`src/rtl/decode_pkg.sv`:
```
// decode_pkg: shared types and constants for the decode stage.
//   ctrl_t     - packed control bundle carried down the pipeline
//   OP_*       - supported primary opcodes (instruction bits 31:26)
//   IMM_*      - ALU function codes for immediate-form ALU ops, placed in ctrl_t.other
//   decode_op  - opcode -> control bundle
//   op_reads_rt- whether an opcode sources its rt field as a register operand
package decode_pkg;

    localparam logic [5:0] OP_RTYPE = 6'h00;
    localparam logic [5:0] OP_LW    = 6'h23;
    localparam logic [5:0] OP_SW    = 6'h2B;
    localparam logic [5:0] OP_BEQ   = 6'h04;
    localparam logic [5:0] OP_ADDI  = 6'h08;
    localparam logic [5:0] OP_ANDI  = 6'h0C;
    localparam logic [5:0] OP_ORI   = 6'h0D;

    // aluop=2'b11 marks an immediate ALU op; 'other' then selects the function.
    localparam logic [3:0] IMM_ADD = 4'h0;
    localparam logic [3:0] IMM_AND = 4'h1;
    localparam logic [3:0] IMM_OR  = 4'h2;

    typedef struct packed {
        logic       regdst;
        logic       branch;
        logic       memread;
        logic       memtoreg;
        logic       memwrite;
        logic       alusrc;
        logic       regwrite;
        logic [1:0] aluop;
        logic [3:0] other;
        logic       zext;
        logic       illegal;
    } ctrl_t;

    function automatic ctrl_t decode_op(input logic [5:0] op);
        ctrl_t c;
        c = '0;
        case (op)
            OP_RTYPE: begin
                c.regdst   = 1'b1;
                c.regwrite = 1'b1;
                c.aluop    = 2'b10;
            end
            OP_LW: begin
                c.memread  = 1'b1;
                c.memtoreg = 1'b1;
                c.alusrc   = 1'b1;
                c.regwrite = 1'b1;
            end
            OP_SW: begin
                c.memwrite = 1'b1;
                c.alusrc   = 1'b1;
            end
            OP_BEQ: begin
                c.branch = 1'b1;
                c.aluop  = 2'b01;
            end
            OP_ADDI: begin
                c.alusrc   = 1'b1;
                c.regwrite = 1'b1;
                c.aluop    = 2'b11;
                c.other    = IMM_ADD;
            end
            OP_ANDI: begin
                c.alusrc   = 1'b1;
                c.regwrite = 1'b1;
                c.aluop    = 2'b11;
                c.other    = IMM_AND;
                c.zext     = 1'b1;
            end
            OP_ORI: begin
                c.alusrc   = 1'b1;
                c.regwrite = 1'b1;
                c.aluop    = 2'b11;
                c.other    = IMM_OR;
                c.zext     = 1'b1;
            end
            default: c.illegal = 1'b1;
        endcase
        return c;
    endfunction

    function automatic logic op_reads_rt(input logic [5:0] op);
        return (op == OP_RTYPE) || (op == OP_BEQ) || (op == OP_SW);
    endfunction

endpackage

```
`src/rtl/decode_pipe_regbank.sv`:
```
// register_bank_p: NREG x DATA_W register file.
//   i_clk, i_rst         - clock, synchronous active-high reset (clears every entry)
//   i_we/i_waddr/i_wdata - synchronous write port
//   i_raddr_a/o_rdata_a  - asynchronous read port A
//   i_raddr_b/o_rdata_b  - asynchronous read port B
// Entry 0 and any address >= NREG read as zero and are never written.
// With BYPASS_EN!=0 a read of the address being written returns the write data.
module register_bank_p #(
    parameter int DATA_W    = 32,
    parameter int NREG      = 32,
    parameter int BYPASS_EN = 1
) (
    input  logic              i_clk,
    input  logic              i_rst,
    input  logic              i_we,
    input  logic [4:0]        i_waddr,
    input  logic [DATA_W-1:0] i_wdata,
    input  logic [4:0]        i_raddr_a,
    input  logic [4:0]        i_raddr_b,
    output logic [DATA_W-1:0] o_rdata_a,
    output logic [DATA_W-1:0] o_rdata_b
);

    localparam int         REG_AW = (NREG > 1) ? $clog2(NREG) : 1;
    localparam logic [5:0] NREG_L = 6'(NREG);

    logic [DATA_W-1:0] regs_q [NREG];
    logic [NREG-1:0]   wr_sel;
    logic              wr_en;
    logic [4:0]        raddr [2];

    assign wr_en    = i_we && (i_waddr != 5'd0) && ({1'b0, i_waddr} < NREG_L);
    assign raddr[0] = i_raddr_a;
    assign raddr[1] = i_raddr_b;

    genvar gi;
    generate
        for (gi = 0; gi < NREG; gi++) begin : g_wsel
            assign wr_sel[gi] = wr_en && (i_waddr == 5'(gi));
        end

        for (gi = 0; gi < 2; gi++) begin : g_rd
            logic [DATA_W-1:0] data;
            always_comb begin
                data = '0;
                if ((raddr[gi] != 5'd0) && ({1'b0, raddr[gi]} < NREG_L)) begin
                    if ((BYPASS_EN != 0) && wr_en && (i_waddr == raddr[gi]))
                        data = i_wdata;
                    else
                        data = regs_q[raddr[gi][REG_AW-1:0]];
                end
            end
        end
    endgenerate

    assign o_rdata_a = g_rd[0].data;
    assign o_rdata_b = g_rd[1].data;

    always_ff @(posedge i_clk) begin
        if (i_rst) begin
            for (int i = 0; i < NREG; i++) regs_q[i] <= '0;
        end else begin
            for (int i = 0; i < NREG; i++)
                if (wr_sel[i]) regs_q[i] <= i_wdata;
        end
    end

endmodule

```
`src/rtl/decode_pipe.sv`:
```
// decode_pipe: instruction decode stage with register read, load-use hazard
// detection and the decode/execute pipeline register.
//   i_clk, i_rst                 - clock, synchronous active-high reset
//   i_valid, i_data_Instr        - fetched instruction and its valid
//   i_addr_NextPC                - PC+4 of that instruction, passed through
//   i_hold                       - downstream stall: freeze the output register
//   i_flush                      - branch taken: kill the instruction in decode
//   i_ex_memread, i_ex_rt        - load currently in EX and its destination
//   i_con_RegWr/i_addr_WrReg/i_data_WrData - writeback port (never blocked)
//   o_stall                      - freeze fetch (hazard or hold, unless flushing)
//   o_valid, o_ctrl, o_data_*, o_addr_* - registered stage outputs
module decode_pipe
    import decode_pkg::*;
#(
    parameter int DATA_W    = 32,
    parameter int NREG      = 32,
    parameter int BYPASS_EN = 1
) (
    input  logic              i_clk,
    input  logic              i_rst,
    input  logic              i_valid,
    input  logic [31:0]       i_data_Instr,
    input  logic [31:0]       i_addr_NextPC,
    input  logic              i_hold,
    input  logic              i_flush,
    input  logic              i_ex_memread,
    input  logic [4:0]        i_ex_rt,
    input  logic              i_con_RegWr,
    input  logic [4:0]        i_addr_WrReg,
    input  logic [DATA_W-1:0] i_data_WrData,
    output logic              o_stall,
    output logic              o_valid,
    output ctrl_t             o_ctrl,
    output logic [31:0]       o_addr_NextPC,
    output logic [DATA_W-1:0] o_data_rs,
    output logic [DATA_W-1:0] o_data_rt,
    output logic [DATA_W-1:0] o_data_Imm,
    output logic [4:0]        o_addr_rs,
    output logic [4:0]        o_addr_rt,
    output logic [4:0]        o_addr_rd
);

    logic [5:0]        opcode;
    logic [4:0]        rs_addr, rt_addr, rd_addr;
    logic [15:0]       imm16;
    ctrl_t             ctrl_dec;
    logic [DATA_W-1:0] imm_ext, rs_data, rt_data;
    logic              hazard;

    assign opcode  = i_data_Instr[31:26];
    assign rs_addr = i_data_Instr[25:21];
    assign rt_addr = i_data_Instr[20:16];
    assign rd_addr = i_data_Instr[15:11];
    assign imm16   = i_data_Instr[15:0];

    assign ctrl_dec = decode_op(opcode);
    assign imm_ext  = ctrl_dec.zext ? {{(DATA_W-16){1'b0}}, imm16}
                                    : {{(DATA_W-16){imm16[15]}}, imm16};

    // Load-use: the load in EX cannot forward in time, so hold fetch one cycle.
    assign hazard = i_valid && i_ex_memread && (i_ex_rt != 5'd0) &&
                    ((i_ex_rt == rs_addr) || ((i_ex_rt == rt_addr) && op_reads_rt(opcode)));

    assign o_stall = (hazard || i_hold) && !i_flush && !i_rst;

    register_bank_p #(
        .DATA_W    (DATA_W),
        .NREG      (NREG),
        .BYPASS_EN (BYPASS_EN)
    ) u_regbank (
        .i_clk     (i_clk),
        .i_rst     (i_rst),
        .i_we      (i_con_RegWr),
        .i_waddr   (i_addr_WrReg),
        .i_wdata   (i_data_WrData),
        .i_raddr_a (rs_addr),
        .i_raddr_b (rt_addr),
        .o_rdata_a (rs_data),
        .o_rdata_b (rt_data)
    );

    logic              valid_q, valid_d;
    ctrl_t             ctrl_q, ctrl_d;
    logic [31:0]       next_pc_q, next_pc_d;
    logic [DATA_W-1:0] data_rs_q, data_rs_d, data_rt_q, data_rt_d, imm_q, imm_d;
    logic [4:0]        addr_rs_q, addr_rs_d, addr_rt_q, addr_rt_d, addr_rd_q, addr_rd_d;

    // Priority: flush > hold > bubble (hazard / no input) > capture.
    // Bubbles clear only valid and ctrl; the data fields are don't-care.
    always_comb begin
        valid_d   = valid_q;
        ctrl_d    = ctrl_q;
        next_pc_d = next_pc_q;
        data_rs_d = data_rs_q;
        data_rt_d = data_rt_q;
        imm_d     = imm_q;
        addr_rs_d = addr_rs_q;
        addr_rt_d = addr_rt_q;
        addr_rd_d = addr_rd_q;
        if (i_flush) begin
            valid_d = 1'b0;
            ctrl_d  = '0;
        end else if (i_hold) begin
            valid_d = valid_q;
        end else if (hazard || !i_valid) begin
            valid_d = 1'b0;
            ctrl_d  = '0;
        end else begin
            valid_d   = 1'b1;
            ctrl_d    = ctrl_dec;
            next_pc_d = i_addr_NextPC;
            data_rs_d = rs_data;
            data_rt_d = rt_data;
            imm_d     = imm_ext;
            addr_rs_d = rs_addr;
            addr_rt_d = rt_addr;
            addr_rd_d = rd_addr;
        end
    end

    always_ff @(posedge i_clk) begin
        if (i_rst) begin
            valid_q   <= 1'b0;
            ctrl_q    <= '0;
            next_pc_q <= '0;
            data_rs_q <= '0;
            data_rt_q <= '0;
            imm_q     <= '0;
            addr_rs_q <= '0;
            addr_rt_q <= '0;
            addr_rd_q <= '0;
        end else begin
            valid_q   <= valid_d;
            ctrl_q    <= ctrl_d;
            next_pc_q <= next_pc_d;
            data_rs_q <= data_rs_d;
            data_rt_q <= data_rt_d;
            imm_q     <= imm_d;
            addr_rs_q <= addr_rs_d;
            addr_rt_q <= addr_rt_d;
            addr_rd_q <= addr_rd_d;
        end
    end

    assign o_valid       = valid_q;
    assign o_ctrl        = ctrl_q;
    assign o_addr_NextPC = next_pc_q;
    assign o_data_rs     = data_rs_q;
    assign o_data_rt     = data_rt_q;
    assign o_data_Imm    = imm_q;
    assign o_addr_rs     = addr_rs_q;
    assign o_addr_rt     = addr_rt_q;
    assign o_addr_rd     = addr_rd_q;

endmodule
```
`config.mk`:
```
export PLATFORM = sky130hd
export DESIGN_NAME = decode_pipe
export DESIGN_NICKNAME = d
export VERILOG_FILES = /design/src/rtl/decode_pkg.sv /design/src/rtl/decode_pipe_regbank.sv /design/src/rtl/decode_pipe.sv
export SDC_FILE = /design/constraint.sdc
export NUM_CORES = 2
export LEC_CHECK = 0
export ABC_AREA = 1
export CAP_MARGIN = 20
export CORE_MARGIN = 5
export CORE_UTILIZATION = 50
export CTS_BUF_LIST = sky130_fd_sc_hd__clkbuf_2 sky130_fd_sc_hd__clkbuf_4 sky130_fd_sc_hd__clkbuf_8
export CTS_CLUSTER_SIZE = 12
export DETAILED_ROUTE_END_ITERATION = 16
export HOLD_SLACK_MARGIN = 0.08
export PLACE_DENSITY = 0.75
export SLEW_MARGIN = 20
export SYNTH_ARGS = -nofsm -noshare
export SYNTH_HDL_FRONTEND = slang
export SYNTH_SLANG_ARGS = --single-unit
```
`constraint.sdc`:
```
create_clock -name i_clk -period 4.4 [get_ports i_clk]
set_clock_uncertainty 0.2 [all_clocks]
set_input_delay 0.44 -clock i_clk [delete_from_list [all_inputs] [get_ports i_clk]]
set_output_delay 0.44 -clock i_clk [all_outputs]
set_load 0.005 [all_outputs]
```
==> results.txt <==
Drt pass-1 iters: 7
Pwr Density: 384 mW/mm2
Tot Pwr: 26.2 mW
Number of max-cap violations: 0
Hold endpoint: o_data_rt[26]$_SDFFE_PP0P_
WP buf/inv: 4
Critical R2R Capture: o_data_rs[7]$_SDFFE_PP0P_
Crit. End Element: output pin
Combinational power share: 13.5%
CTS clock-pin slew for the worst setup and hold paths: 0.06 ns
Yosys warns: 0
Internal power: 19.0 mW
WL per Instance: 24.7 um
Final worst path period share: 88.7%
Worst min path class: input pin to flip-flop
Synth unique cells: 34
Number of nets with antenna violations after routing: 0
CTS root buf: clkbuf_8
Leak pwr: 25.5 nW
Antenna violations before repair: 4
Mean area per synthesized cell: 8.88 um2
Largest net degree at the start of global routing: 265
Fraction of registers with async set/reset: 0%
Slew headroom: 17.7%
Status: completed
Max IR drop VDD: 0.212 mV
Die Y: 358 um
Slew of the pin with the lowest slew margin: 1.23 ns
Initial Util: 50.3%
Top post-synthesis cells by count: 1,166 x nand2_1, 1,104 x nand3_1, 1,024 x edfxtp_1, 689 x nor2_1, 632 x o211ai_1
Vias in the first global route: 52.0k
Net Sw Frac: 27.5%
Share of post-route cells with drive strength above 1: 8.26%
Top FF cell, synth: edfxtp_1
P&R area growth vs syn: 13.0%
R2R depth: 9
H-tree depth: 4
Rows: 127
Final hold vios: 0
Clk buf depth: 3
Critical Path Source Type: input pin
Worst reg-to-reg setup slack: 2.54 ns
Placer Congestion: 0.933
Family with the most delay on the worst path: buffers and inverters
CORE AREA: 0.120 mm2
Nets: 6,989
Die width: 358 um
Finished Cell Area: 0.0683 mm2
CTS sink cnt: 1,160
GRT Total Usage: 32.1%
Slowest-stage cell, CP: clkdlybuf4s50_1
RSZ-0062 raised after global routing: false
EDFF count, synth: 1,024
Synth Register Bits: 1,160
FMAX: 0.256 GHz
Wirelength, routed: 213,000 um
Fin Setup TNS: 0 ns
Post-synthesis cell area: 0.0604 mm2
I/O pins: 273
Leading post-synthesis cells by cell area: edfxtp_1 51%, nand3_1 9.2%, o211ai_1 7.9%
Worst Path Required: 3.76 ns
Final Max Slew Viols: 0
Register area share after synthesis: 55.4%
Dpl cell area: 0.0638 mm2
R2r startpoint: u_regbank.regs_q[0][7]$_SDFFCE_PN0P_
Detailed Place HPWL: 119,000 um
Critical path arrival: 3.26 ns
Area share of the largest cell type after synthesis: 50.9%
Worst-Skew Late Latency: 0.89 ns
DRT iter0 DRCs: 9,150
Clock power frac: 36.9%
Final hold slack: 0.144 ns
CTS tree: done
DRC Markers: 0
Yosys top cell by area: edfxtp_1
Die Area: 0.128 mm2
First-pass GRT wire length: 311,000 um
Final setup viols: 0
WHS Path Cells: 5
Vias: 54.4k
Reg power frac: 49.7%
Min cycle time layout: 3.90 ns
Net Switching: 7.22 mW
Type of the worst setup path: input pin to output pin
Resized Gates After CTS: 0
Port Buffer Count: 270
Cell Count Post-Placement: 8,240
Fill count: 10.0k
CP max stage delay: 0.62 ns
Min-delay src: i_data_WrData[26]
Worst Path Max Fanout: 7
Crit-path cells: dlygate4sd3_1 -> clkdlybuf4s50_1 -> inv_1 -> nor2_1 -> nand3_1 -> nand2_1 -> nand2_1 -> o21ai_2 -> nand2_2 -> a21oi_1 -> clkdlybuf4s50_1
Final Non-Filler Cells: 8,653
Cts bufs inserted: 190
GRT overflow: 0
Drt via density: 6.29
Most common cell in the netlist: nand2_1
Mapped Cells: 6,802
==> timing repair <==
action                    4_1_cts  5_1_grt
hold endpoints to repair      105        0
setup buffers                   0        0
hold buffers                   56        0
==> logic make-up (layout without fill, tap and decap cells) <==
family / Yosys count / count (layout) / share of synthesized area, %
flops: 1160 / 1160 / 55.4
compound gates: 1365 / 1365 / 14.0
buf+inv: 1243 / 1442 / 9.00
simple gates: 3017 / 3017 / 21.3
xor+xnor: 16 / 16 / 0.232
other cells: 1 / 41 / 0.00621
==> worst max path at each step <==
stage	startpoint	endpoint	slack (ns)	depth (start not counted)
global route	i_data_Instr[29]	o_stall	0.37	11
CTS	i_rst	o_stall	0.53	6
finish	i_data_Instr[29]	o_stall	0.50	11
detailed placement	i_data_Instr[29]	o_data_rt[17]$_SDFFE_PP0P_	0.78	12
floorplan	i_addr_WrReg[0]	u_regbank.regs_q[7][0]$_SDFFCE_PN0P_	0.18	8
global placement	i_data_Instr[29]	o_data_rt[17]$_SDFFE_PP0P_	0.81	12
==> layout make-up <==
cell class / instances / area (um2) / share of cell area (%)
diodes: 7 / 17.5 / 0.0257
multi-input cells: 4432 / 21800 / 32.0
clock inverters: 68 / 478 / 0.700
inverters: 626 / 2370 / 3.47
repair buffers: 466 / 4710 / 6.91
flip-flops and latches: 1160 / 33500 / 49.0
clock buffers: 282 / 3380 / 4.95
well taps: 1612 / 2020 / 2.95
==> placed cells by master (no fill, tap or decap), types with 12 or more instances in the layout <==
| master | n |
|---|---|
| a21oi_1 | 405 |
| buf_12 | 31 |
| buf_4 | 111 |
| clkbuf_4 | 80 |
| clkbuf_8 | 203 |
| clkdlybuf4s50_1 | 259 |
| clkinv_1 | 35 |
| clkinv_2 | 21 |
| conb_1 | 34 |
| dfxtp_1 | 136 |
| dlygate4sd3_1 | 56 |
| edfxtp_1 | 1024 |
| inv_1 | 603 |
| inv_2 | 16 |
| nand2_1 | 1148 |
| nand2_2 | 19 |
| nand3_1 | 1103 |
| nor2_1 | 689 |
| o211ai_1 | 632 |
| o21ai_0 | 300 |
| o21ai_4 | 13 |
| or2_2 | 40 |
| xor2_1 | 12 |
==> registers in the layout, summed over array words and instances, names as in the netlist <==
signal	count
u_regbank.regs_q	1024
o_addr_rs	5
o_valid	1
o_data_rs	32
o_ctrl	12
o_addr_rt	5
o_addr_NextPC	32
o_data_Imm	17
o_data_rt	32
==> power groups by stage <==
stage | clock, mW | sequential, mW | combinational [mW]
finish | 9.67 | 13.0 | 3.53
global placement | 0 | 13.2 | 3.28
global route | 10.2 | 13.1 | 3.76
CTS | 9.68 | 13.0 | 3.41
floorplan | 0 | 13.2 | 2.17
detailed placement | 0 | 13.2 | 3.35
==> metrics by stage <==
stage               setup WS, ns  util (%)
global route               0.367      56.9
CTS                        0.535      56.9
floorplan                  0.179         -
detailed placement         0.784      53.2
finish                     0.496      56.9
global placement           0.811      53.2
==> metal layers <==
layer | global-route usage [%] | up-vias | share of wire (%)
met4 | 19.9 | 2 | 7.0
met5 | 0 | - | 0.0052
met3 | 10.0 | 972 | 16
met2 | 48.0 | 4562 | 43
met1 | 41.0 | 25200 | 34
li1 | - | 23700 | -
==> worst min-delay path: stages <==
cell and delay (ns):
clkdlybuf4s50_1 0.47, nand2_1 0.10, nand2_1 0.05, nand2_1 0.05
a21oi_1 0.05
No activity file was read; power rests on OpenSTA's default activity.
